## config.mk

```make
export PLATFORM = sky130hd
export DESIGN_NAME = dsa_mem_arbiter
export DESIGN_NICKNAME = d
export VERILOG_FILES = /design/src/rtl/dsa_mem_arbiter.sv
export SDC_FILE = /design/constraint.sdc
export NUM_CORES = 1
export LEC_CHECK = 0
export BUFFER_PORTS_ARGS = -buffer_cell sky130_fd_sc_hd__clkbuf_2
export CAP_MARGIN = 25
export CORE_MARGIN = 2
export CORE_UTILIZATION = 37
export DETAILED_ROUTE_END_ITERATION = 7
export HOLD_SLACK_MARGIN = 0.02
export PLACE_DENSITY_LB_ADDON = 0.25
export SYNTH_ARGS = -nofsm -noshare
export SYNTH_HDL_FRONTEND = slang
export SYNTH_SLANG_ARGS = --single-unit
```

## constraint.sdc

```tcl
create_clock -name clk -period 1.9 [get_ports clk]
set_input_delay 0.095 -clock clk [delete_from_list [all_inputs] [get_ports clk]]
set_output_delay 0.095 -clock clk [all_outputs]
set_load 0.02 [all_outputs]
```

## src/rtl/dsa_mem_arbiter.sv

```systemverilog
// dsa_mem_arbiter: single-port image BRAM arbiter for host, fetch and write-back.
// Define ARB_AGING_EN to promote long-waiting requesters above fixed priority.
module dsa_mem_arbiter #(
  parameter int AW         = 18,
  parameter int DW         = 8,
  parameter int RD_LATENCY = 1,
  parameter int LOCK_MAX   = 16,
  parameter int MAX_WAIT   = 32
) (
  input  logic            clk,
  input  logic            rst,
  input  logic [2:0]      req_i,
  input  logic [2:0]      we_i,
  input  logic [2:0]      lock_i,
  input  logic [3*AW-1:0] addr_i,
  input  logic [3*DW-1:0] wdata_i,
  output logic [2:0]      gnt_o,
  output logic [2:0]      rvalid_o,
  output logic [DW-1:0]   rdata_o,
  output logic            mem_en,
  output logic            mem_we,
  output logic [AW-1:0]   mem_addr,
  output logic [DW-1:0]   mem_wdata,
  input  logic [DW-1:0]   mem_rdata,
  output logic [1:0]      owner_o,
  output logic            busy_o
);

  localparam int CW = $clog2(LOCK_MAX + 1);

  typedef enum logic {ST_IDLE, ST_LOCKED} state_t;

  if (RD_LATENCY < 1 || RD_LATENCY > 4 || LOCK_MAX < 1 || MAX_WAIT < 1)
  begin : g_bad_cfg
    $error("dsa_mem_arbiter: illegal parameter set");
  end

  state_t          state, state_nxt;
  logic [1:0]      owner, owner_nxt;
  logic [CW-1:0]   lock_cnt, lock_cnt_nxt;
  logic [2:0]      gnt;
  logic            any_gnt;
  logic [1:0]      gid;
  logic            sel_we;
  logic            sel_lock;
  logic [AW-1:0]   sel_addr;
  logic [DW-1:0]   sel_wdata;
  logic [RD_LATENCY:0] pv;
  logic [1:0]      pid [RD_LATENCY+1];

`ifdef ARB_AGING_EN
  localparam int WW = $clog2(MAX_WAIT + 1);
  logic [WW-1:0] wait_cnt [3];
  logic [2:0]    aged;

  // Per-requester wait counters, saturating at the aging threshold
  always_ff @(posedge clk or posedge rst) begin
    if (rst) begin
      for (int k = 0; k < 3; k++) wait_cnt[k] <= '0;
    end else begin
      for (int k = 0; k < 3; k++) begin
        if (req_i[k] && !gnt[k]) begin
          if (wait_cnt[k] < WW'(MAX_WAIT))
            wait_cnt[k] <= wait_cnt[k] + 1'b1;
        end else begin
          wait_cnt[k] <= '0;
        end
      end
    end
  end

  // Requesters that have waited long enough to jump the fixed order
  always_comb begin
    for (int k = 0; k < 3; k++)
      aged[k] = req_i[k] && (wait_cnt[k] >= WW'(MAX_WAIT));
  end
`endif

  // Lock state, owner and burst beat count
  always_ff @(posedge clk or posedge rst) begin
    if (rst) begin
      state    <= ST_IDLE;
      owner    <= 2'd3;
      lock_cnt <= '0;
    end else begin
      state    <= state_nxt;
      owner    <= owner_nxt;
      lock_cnt <= lock_cnt_nxt;
    end
  end

  // Enter a lock on a locked grant; leave on drop, unlock or the LOCK_MAX-th beat
  always_comb begin
    state_nxt    = state;
    owner_nxt    = owner;
    lock_cnt_nxt = lock_cnt;
    case (state)
      ST_IDLE: begin
        if (any_gnt && sel_lock && LOCK_MAX > 1) begin
          state_nxt    = ST_LOCKED;
          owner_nxt    = gid;
          lock_cnt_nxt = CW'(1);
        end
      end
      ST_LOCKED: begin
        if (!any_gnt || !sel_lock ||
            lock_cnt == CW'(LOCK_MAX - 1)) begin
          state_nxt    = ST_IDLE;
          owner_nxt    = 2'd3;
          lock_cnt_nxt = '0;
        end else begin
          lock_cnt_nxt = lock_cnt + 1'b1;
        end
      end
      default: begin
        state_nxt    = ST_IDLE;
        owner_nxt    = 2'd3;
        lock_cnt_nxt = '0;
      end
    endcase
  end

  // Grant: owner only while locked, else aged-first then host > wb > fetch
  always_comb begin
    gnt = '0;
    if (!rst) begin
      if (state == ST_LOCKED) begin
        case (owner)
          2'd0:    gnt[0] = req_i[0];
          2'd1:    gnt[1] = req_i[1];
          2'd2:    gnt[2] = req_i[2];
          default: gnt    = '0;
        endcase
      end else begin
`ifdef ARB_AGING_EN
        if (|aged) begin
          if (aged[0])      gnt = 3'b001;
          else if (aged[1]) gnt = 3'b010;
          else              gnt = 3'b100;
        end else
`endif
        if (req_i[0])      gnt = 3'b001;
        else if (req_i[2]) gnt = 3'b100;
        else if (req_i[1]) gnt = 3'b010;
      end
    end
  end

  // Route the granted requester's command fields
  always_comb begin
    any_gnt = |gnt;
    gid     = gnt[0] ? 2'd0 : (gnt[1] ? 2'd1 : 2'd2);
    case (gid)
      2'd0: begin
        sel_we    = we_i[0];
        sel_lock  = lock_i[0];
        sel_addr  = addr_i[0 +: AW];
        sel_wdata = wdata_i[0 +: DW];
      end
      2'd1: begin
        sel_we    = we_i[1];
        sel_lock  = lock_i[1];
        sel_addr  = addr_i[AW +: AW];
        sel_wdata = wdata_i[DW +: DW];
      end
      default: begin
        sel_we    = we_i[2];
        sel_lock  = lock_i[2];
        sel_addr  = addr_i[2*AW +: AW];
        sel_wdata = wdata_i[2*DW +: DW];
      end
    endcase
  end

  // Registered memory command; address/data hold on idle cycles
  always_ff @(posedge clk or posedge rst) begin
    if (rst) begin
      mem_en    <= 1'b0;
      mem_we    <= 1'b0;
      mem_addr  <= '0;
      mem_wdata <= '0;
    end else begin
      mem_en <= any_gnt;
      mem_we <= any_gnt & sel_we;
      if (any_gnt) begin
        mem_addr  <= sel_addr;
        mem_wdata <= sel_wdata;
      end
    end
  end

  // Read-return tracker aligned with the fixed BRAM latency
  always_ff @(posedge clk or posedge rst) begin
    if (rst) begin
      pv <= '0;
      for (int i = 0; i <= RD_LATENCY; i++) pid[i] <= 2'd0;
    end else begin
      pv[0]  <= any_gnt & ~sel_we;
      pid[0] <= gid;
      for (int i = 1; i <= RD_LATENCY; i++) begin
        pv[i]  <= pv[i-1];
        pid[i] <= pid[i-1];
      end
    end
  end

  // Steer read-valid to the requester that issued the emerging read
  always_comb begin
    rvalid_o = '0;
    if (pv[RD_LATENCY]) begin
      case (pid[RD_LATENCY])
        2'd0:    rvalid_o = 3'b001;
        2'd1:    rvalid_o = 3'b010;
        2'd2:    rvalid_o = 3'b100;
        default: rvalid_o = '0;
      endcase
    end
  end

  assign gnt_o   = gnt;
  assign rdata_o = mem_rdata;
  assign owner_o = owner;
  assign busy_o  = mem_en | (|pv);

endmodule
```

=== After elaboration in Yosys (flattened, before gate mapping) ===
Index checks and enable logic that the tools add are counted.

* Bits in registers: 42
* Latch bits: 0
* Bits in writable memories: 0
* ROM bits: 0
* Input bits: 97
* Output and inout bits: 45
* Logic and storage cells: 60
* Memories kept: 0

* $add $sub $neg: 1
* Multiply operators: 0
* Div/mod/pow operators: 0
* $lt $le $gt $ge: 0
* Eq/ne operators: 8
* Shift-type cells: 0
* Muxes and demuxes: 25
* Bitwise logic cells: 5
* Reductions and logical operators: 11

{| class="wikitable"
|+ Operators with widths
! cell !! number
|-
| 18-bit one-hot mux with 2 select lines || 1
|-
| 8-bit one-hot mux with 2 select lines || 1
|-
| 3-bit 2-to-1 mux || 5
|-
| 2-bit 2-to-1 mux || 5
|-
| 5-bit 2-to-1 mux || 2
|-
| 5-bit one-hot mux with 2 select lines || 1
|-
| 3-bit one-hot mux with 3 select lines || 1
|-
| 2-bit by 1-bit == test with 1-bit output, second input constant || 3
|-
| 2-bit zero test || 3
|-
| 1-bit one-hot mux with 2 select lines || 3
|-
| 5-bit by 1-bit adder with 5-bit output, second input constant || 1
|-
| 5-bit by 4-bit == test with 1-bit output, second input constant || 1
|-
| 1-bit 2-to-1 mux || 5
|-
| 2-bit == test, second input constant || 2
|-
| 2-bit one-hot mux with 2 select lines || 1
|-
| 3-bit OR reduction || 1
|-
| 1-bit AND || 2
|-
| 1-bit zero test || 2
|-
| 1-bit logical OR || 2
|-
| 2-bit by 1-bit != test with 1-bit output, second input constant || 1
|-
| 2-bit != test, second input constant || 1
|-
| 1-bit NOT || 2
|-
| 2-bit AND reduction || 1
|-
| 2-bit OR reduction || 1
|-
| 2 further kinds || 2
|}

=== Depth between registers and ports, before layout ===
* Depth after elaboration: 14
* Gate-level depth with buffers: 8
* Gate-level depth less buffers: 7

=== Worst setup path after synthesis ===
Ideal clock, no wire load.

* Path kind: input port to flip-flop
* Start point: in rst
* End point: reg mem_addr[10]
* Setup time: 0.066 ns
* Arrival: 2.230 ns
* Data required time: 1.834 ns
* Setup slack: -0.396 ns
* Stages: 7
* Path buffers: 2
* Cell sequence: inv_1 > nand3_1 > inv_1 > buf_2 > clkbuf_1 > a222oi_1 > nand2_1

* Longest elaborated chain between the ends: 5
* Elaborated cells between the ends (all ways): 7
* Those cells by class: eq/ne (1); mux (4); reduce/logical (2)

{| class="wikitable"
|+ Ends and longest elaborated chain
! element !! RTL line !! text
|-
| from (decl) || 11 || <nowiki>input logic rst,</nowiki>
|-
| 3-bit 2-to-1 mux (*) || 126 || <nowiki>if (!rst) begin</nowiki>
|-
| 2-bit 2-to-1 mux (2 in a row) || 152 || <nowiki>gid = gnt[0] ? 2'd0 : (gnt[1] ? 2'd1 : 2'd2);</nowiki>
|-
| 2-bit by 1-bit == test with 1-bit output or 2-bit zero test (tied branches) || 153 || <nowiki>case (gid)</nowiki>
|-
| 18-bit one-hot mux with 2 select lines || 153 ||
|-
| to (signal assigned) || 186 || <nowiki>mem_addr <= sel_addr;</nowiki>
|-
| to (decl) || 22 || <nowiki>output logic [AW-1:0] mem_addr,</nowiki>
|}

Mark *: on every way between the ends. The rest lies on a longest branch, timed or not.
A chain may end at the register's enable or synchronous reset.

=== Final worst setup path ===
* Start point: reg owner[1] (netlist: owner_o[1])
* End point: reg mem_addr[10]

* Longest elaborated chain between the ends: 8
* Elaborated cells between the ends (all ways): 14
* Those cells by class: eq/ne (3); mux (8); reduce/logical (3)

{| class="wikitable"
|+ Ends and longest elaborated chain
! element !! RTL line !! text
|-
| from (decl) || 39 || <nowiki>logic [1:0] owner, owner_nxt;</nowiki>
|-
| from (signal assigned) || 87 || <nowiki>owner <= owner_nxt;</nowiki>
|-
| 2-bit by 1-bit == test with 1-bit output || 128 || <nowiki>case (owner)</nowiki>
|-
| 1-bit 2-to-1 mux || 128 ||
|-
| 3-bit 2-to-1 mux (*) || 127 || <nowiki>if (state == ST_LOCKED) begin</nowiki>
|-
| 3-bit 2-to-1 mux (*) || 126 ||
|-
| 2-bit 2-to-1 mux (2 in a row) || 152 ||
|-
| 2-bit by 1-bit == test with 1-bit output or 2-bit zero test (tied branches) || 153 ||
|-
| 18-bit one-hot mux with 2 select lines || 153 ||
|}

Marked as above.

==> results.yml <==
yosys:
  synth-xor-area-share: 0.00851
  ys.flop_type: "dfrtp_1"
  synth.distinct_cells: 41
  synth_top_family_by_area: "compound AO/OA/AOI/OAI gates"
  netlist_area_sq_um: 2060
  synthAdderAreaFrac: 0.0122
  synth_fp_nets: 301
  synth_seq_cells: 42
  synth_warnings: 0
  async_reset_ff_frac: 1.00
  muxShareOfSynthArea: 0
  yosysSeqAreaShare: 0.512
  synth.avg_cell_area_sq_um: 10.2
  synth_compound_area_frac: 0.211
  synthSimpleGateAreaFrac: 0.184
  netlist_instances: 202
  synth-edff-count: 0
worst_setup_path:
  required_ns: 2.07
  startpoint_type: "flop"
  critical_path_class: "flop to flop"
  crit_fanout: 14
  worstSetupEndpointType: "flop"
  critPathMaxStageDelay_ns: 0.58
  critPathArrivalTime_ns: 1.99
  critPathSlowestCell: "dfstp_2"
  crit_chain: "and3b_4 -> o211a_4 -> buf_4 -> a222oi_1 -> nand2_1"
floorplanning:
  dieArea_sq_um: 6180
  initial_core_util: 0.378
  die_w_microns: 78.6
  io_pins: 142
  rows: 27
  fp.coreArea_sq_um: 5440
  die_h_microns: 78.6
finish:
  areaGrowthSynthToFinish_pct: 46.7
  drive_above_1_share: 0.462
  n_antenna_cell: 0
  final_nets: 440
  nFillCells: 520
timing:
  fin_ws_ns: 0.0814
  setup_viol: 0
  drv_slew: 0
  skew_ns: 0.0115
  hold_viol: 0
  period_share: 0.957
  max_freq_mhz: 550
  min_period_ns: 1.82
  rsz0062_at_grt: "true"
  tns_ns: 0
  relSlewSlack: 0.751
  worstMarginPinSlew_ns: 0.374
clock_tree:
  cts.sinks: 42
  clk_path_buf_depth: 2
  clk_latency_ns: 0.29
  cts_htree_levels: 2
  path_clk_slew_ns: 0.09
  cts_tree: "yes"
  root_buffer: "clkbuf_8"
  cts_buffers: 5
grt:
  grt-busiest-layer: "met2"
  grt_use_total: 0.196
  grt_max_degree: 30
  use_met2: 0.330
  use_met3: 0.0460
  grt_pass1_wl_microns: 9540
  overflow: 0
  grt_use_met1: 0.251
  first_global_vias: 1996
  antenna_found_initial: 0
pwr:
  p_per_area_nw_per_um2: 872
  ir_drop_mv: 0.390
  leakage_nw: 1.62
detailed_routing:
  avgRoutedWirePerCell_microns: 14.4
  vias_per_cell: 5.10
  drt-initial-drc-count: 160
  drtPass1Iterations: 8
  drc: 2
  detail-route-antenna-nets: 0
  wirelength_microns: 5970
  dr_total_vias: 2112
hold_path:
  hold_path_class: "primary input to flop"
placement:
  place_hpwl_microns: 4470
  portBuffers: 125
  gp_congestion: 0.864
  dp_slack_ns: 0.0791
run:
  maxCapViolations: 0
run_status:
  violations: "DRC"
  status: "complete, but fails checks"
## power by group
group          switching, mW  internal [mW]  leakage [nW]
Sequential             0.116           1.08         0.516
Combinational          0.519          0.358          1.06
Clock                  0.305          0.259        0.0452
Total                  0.940           1.69          1.62
## stage by stage
stage / hold slack, ns / std cells / power [mW] / instance area [sq um] / util
floorplan: 0.119 / 202 / 1.72 / 2080 / -
global placement: 0.190 / 392 / 2.04 / 2790 / 0.513
detailed placement: 0.190 / 392 / 2.06 / 2790 / 0.513
CTS: 0.0202 / 413 / 2.66 / 3010 / 0.553
global route: 0.0276 / 414 / 2.81 / 3020 / 0.555
finish: 0.0216 / 414 / 2.63 / 3020 / 0.555
## registers in the layout, indices dropped and copies added (netlist names)
signal / count
lock_cnt: 5
mem_addr: 18
mem_en: 1
mem_wdata: 8
mem_we: 1
owner_o: 2
pid: 4
pv: 2
state: 1
## cell usage in the layout (no fill, tap or decap), types with 3 or more instances in the layout
cell / Yosys / final
o22ai_1: 4 / 4
buf_4: 8 / 11
dfrtp_1: 40 / 40
clkbuf_8: 0 / 5
nor2_1: 5 / 5
nand2b_1: 3 / 3
dlygate4sd3_1: 0 / 13
clkbuf_2: 0 / 125
a222oi_1: 25 / 25
nand2_1: 57 / 57
inv_1: 8 / 7
## cells by family (layout without fill, tap and decap cells)
group	count (synthesis)	after routing
AOI/OAI and AO/OA	46	46
xor gates and xnor gates	2	2
adders and majority gates	2	2
buffers and inverters	28	168
DFF	42	42
and+or+nand+nor	82	82
## cells in the mapped netlist, types with 2 or more instances
library cell,count,share of area
and3b_1,2,0.0085
dfstp_2,2,0.026
dfrtp_1,40,0.49
nand2b_1,3,0.0091
buf_4,8,0.029
nand2_1,57,0.10
a222oi_1,25,0.12
o22ai_1,4,0.012
inv_1,8,0.015
ha_1,2,0.012
a31oi_1,2,0.0061
nor3_1,2,0.0049
and3_1,2,0.0061
a22oi_1,2,0.0073
buf_2,6,0.015
nor2_1,5,0.0091
a21oi_1,2,0.0049
a211oi_1,2,0.0073
nand3_1,2,0.0049
clkbuf_1,5,0.0091
## path summary, 6_finish.rpt
| path | from | end | slack (ns) | depth (start not counted) |
|---|---|---|---|---|
| max in group asynchronous | rst | lock_cnt[4] | 1.07 | 4 |
| worst min register to register | pid[2] | pid[0] | 0.35 | 0 |
| worst max-delay path | owner_o[1] | mem_addr[10] | 0.08 | 5 |
| min in group asynchronous | rst | mem_wdata[0] | 0.47 | 4 |
| worst min-delay path | addr_i[26] | mem_addr[8] | 0.02 | 3 |
| worst max register to register | owner_o[1] | mem_addr[10] | 0.08 | 5 |
## layer usage
metal / wire (microns) / share of wire
met1: 2440 / 0.41
met2: 3080 / 0.52
met3: 383 / 0.064
met4: 63 / 0.011
met5: 0 / 0
## layout make-up
type | instances | area, sq um | share of cell area
sequential | 42 | 1050 | 0.349
timing repair buffer | 152 | 881 | 0.292
multi-input combinational | 132 | 876 | 0.290
tap | 72 | 90.1 | 0.0298
clock buffer | 6 | 72.6 | 0.0240
inverter | 8 | 33.8 | 0.0112
clock inverter | 2 | 13.8 | 0.00456
## worst max-delay path: cells and delay by family, from the launching register on
family / cells / cell delay [ns]
flops: 1 / 0.58
compound gates: 2 / 0.62
simple gates: 2 / 0.30
buf+inv: 1 / 0.19
## repair_timing
item	CTS	global route
buffers inserted	0	1
hold buffers	13	0
endpoints found under the setup margin	1	18
endpoints found under the hold margin	52	0
resized for setup	1	2
Note: power is estimated with default switching activity, not from simulation.
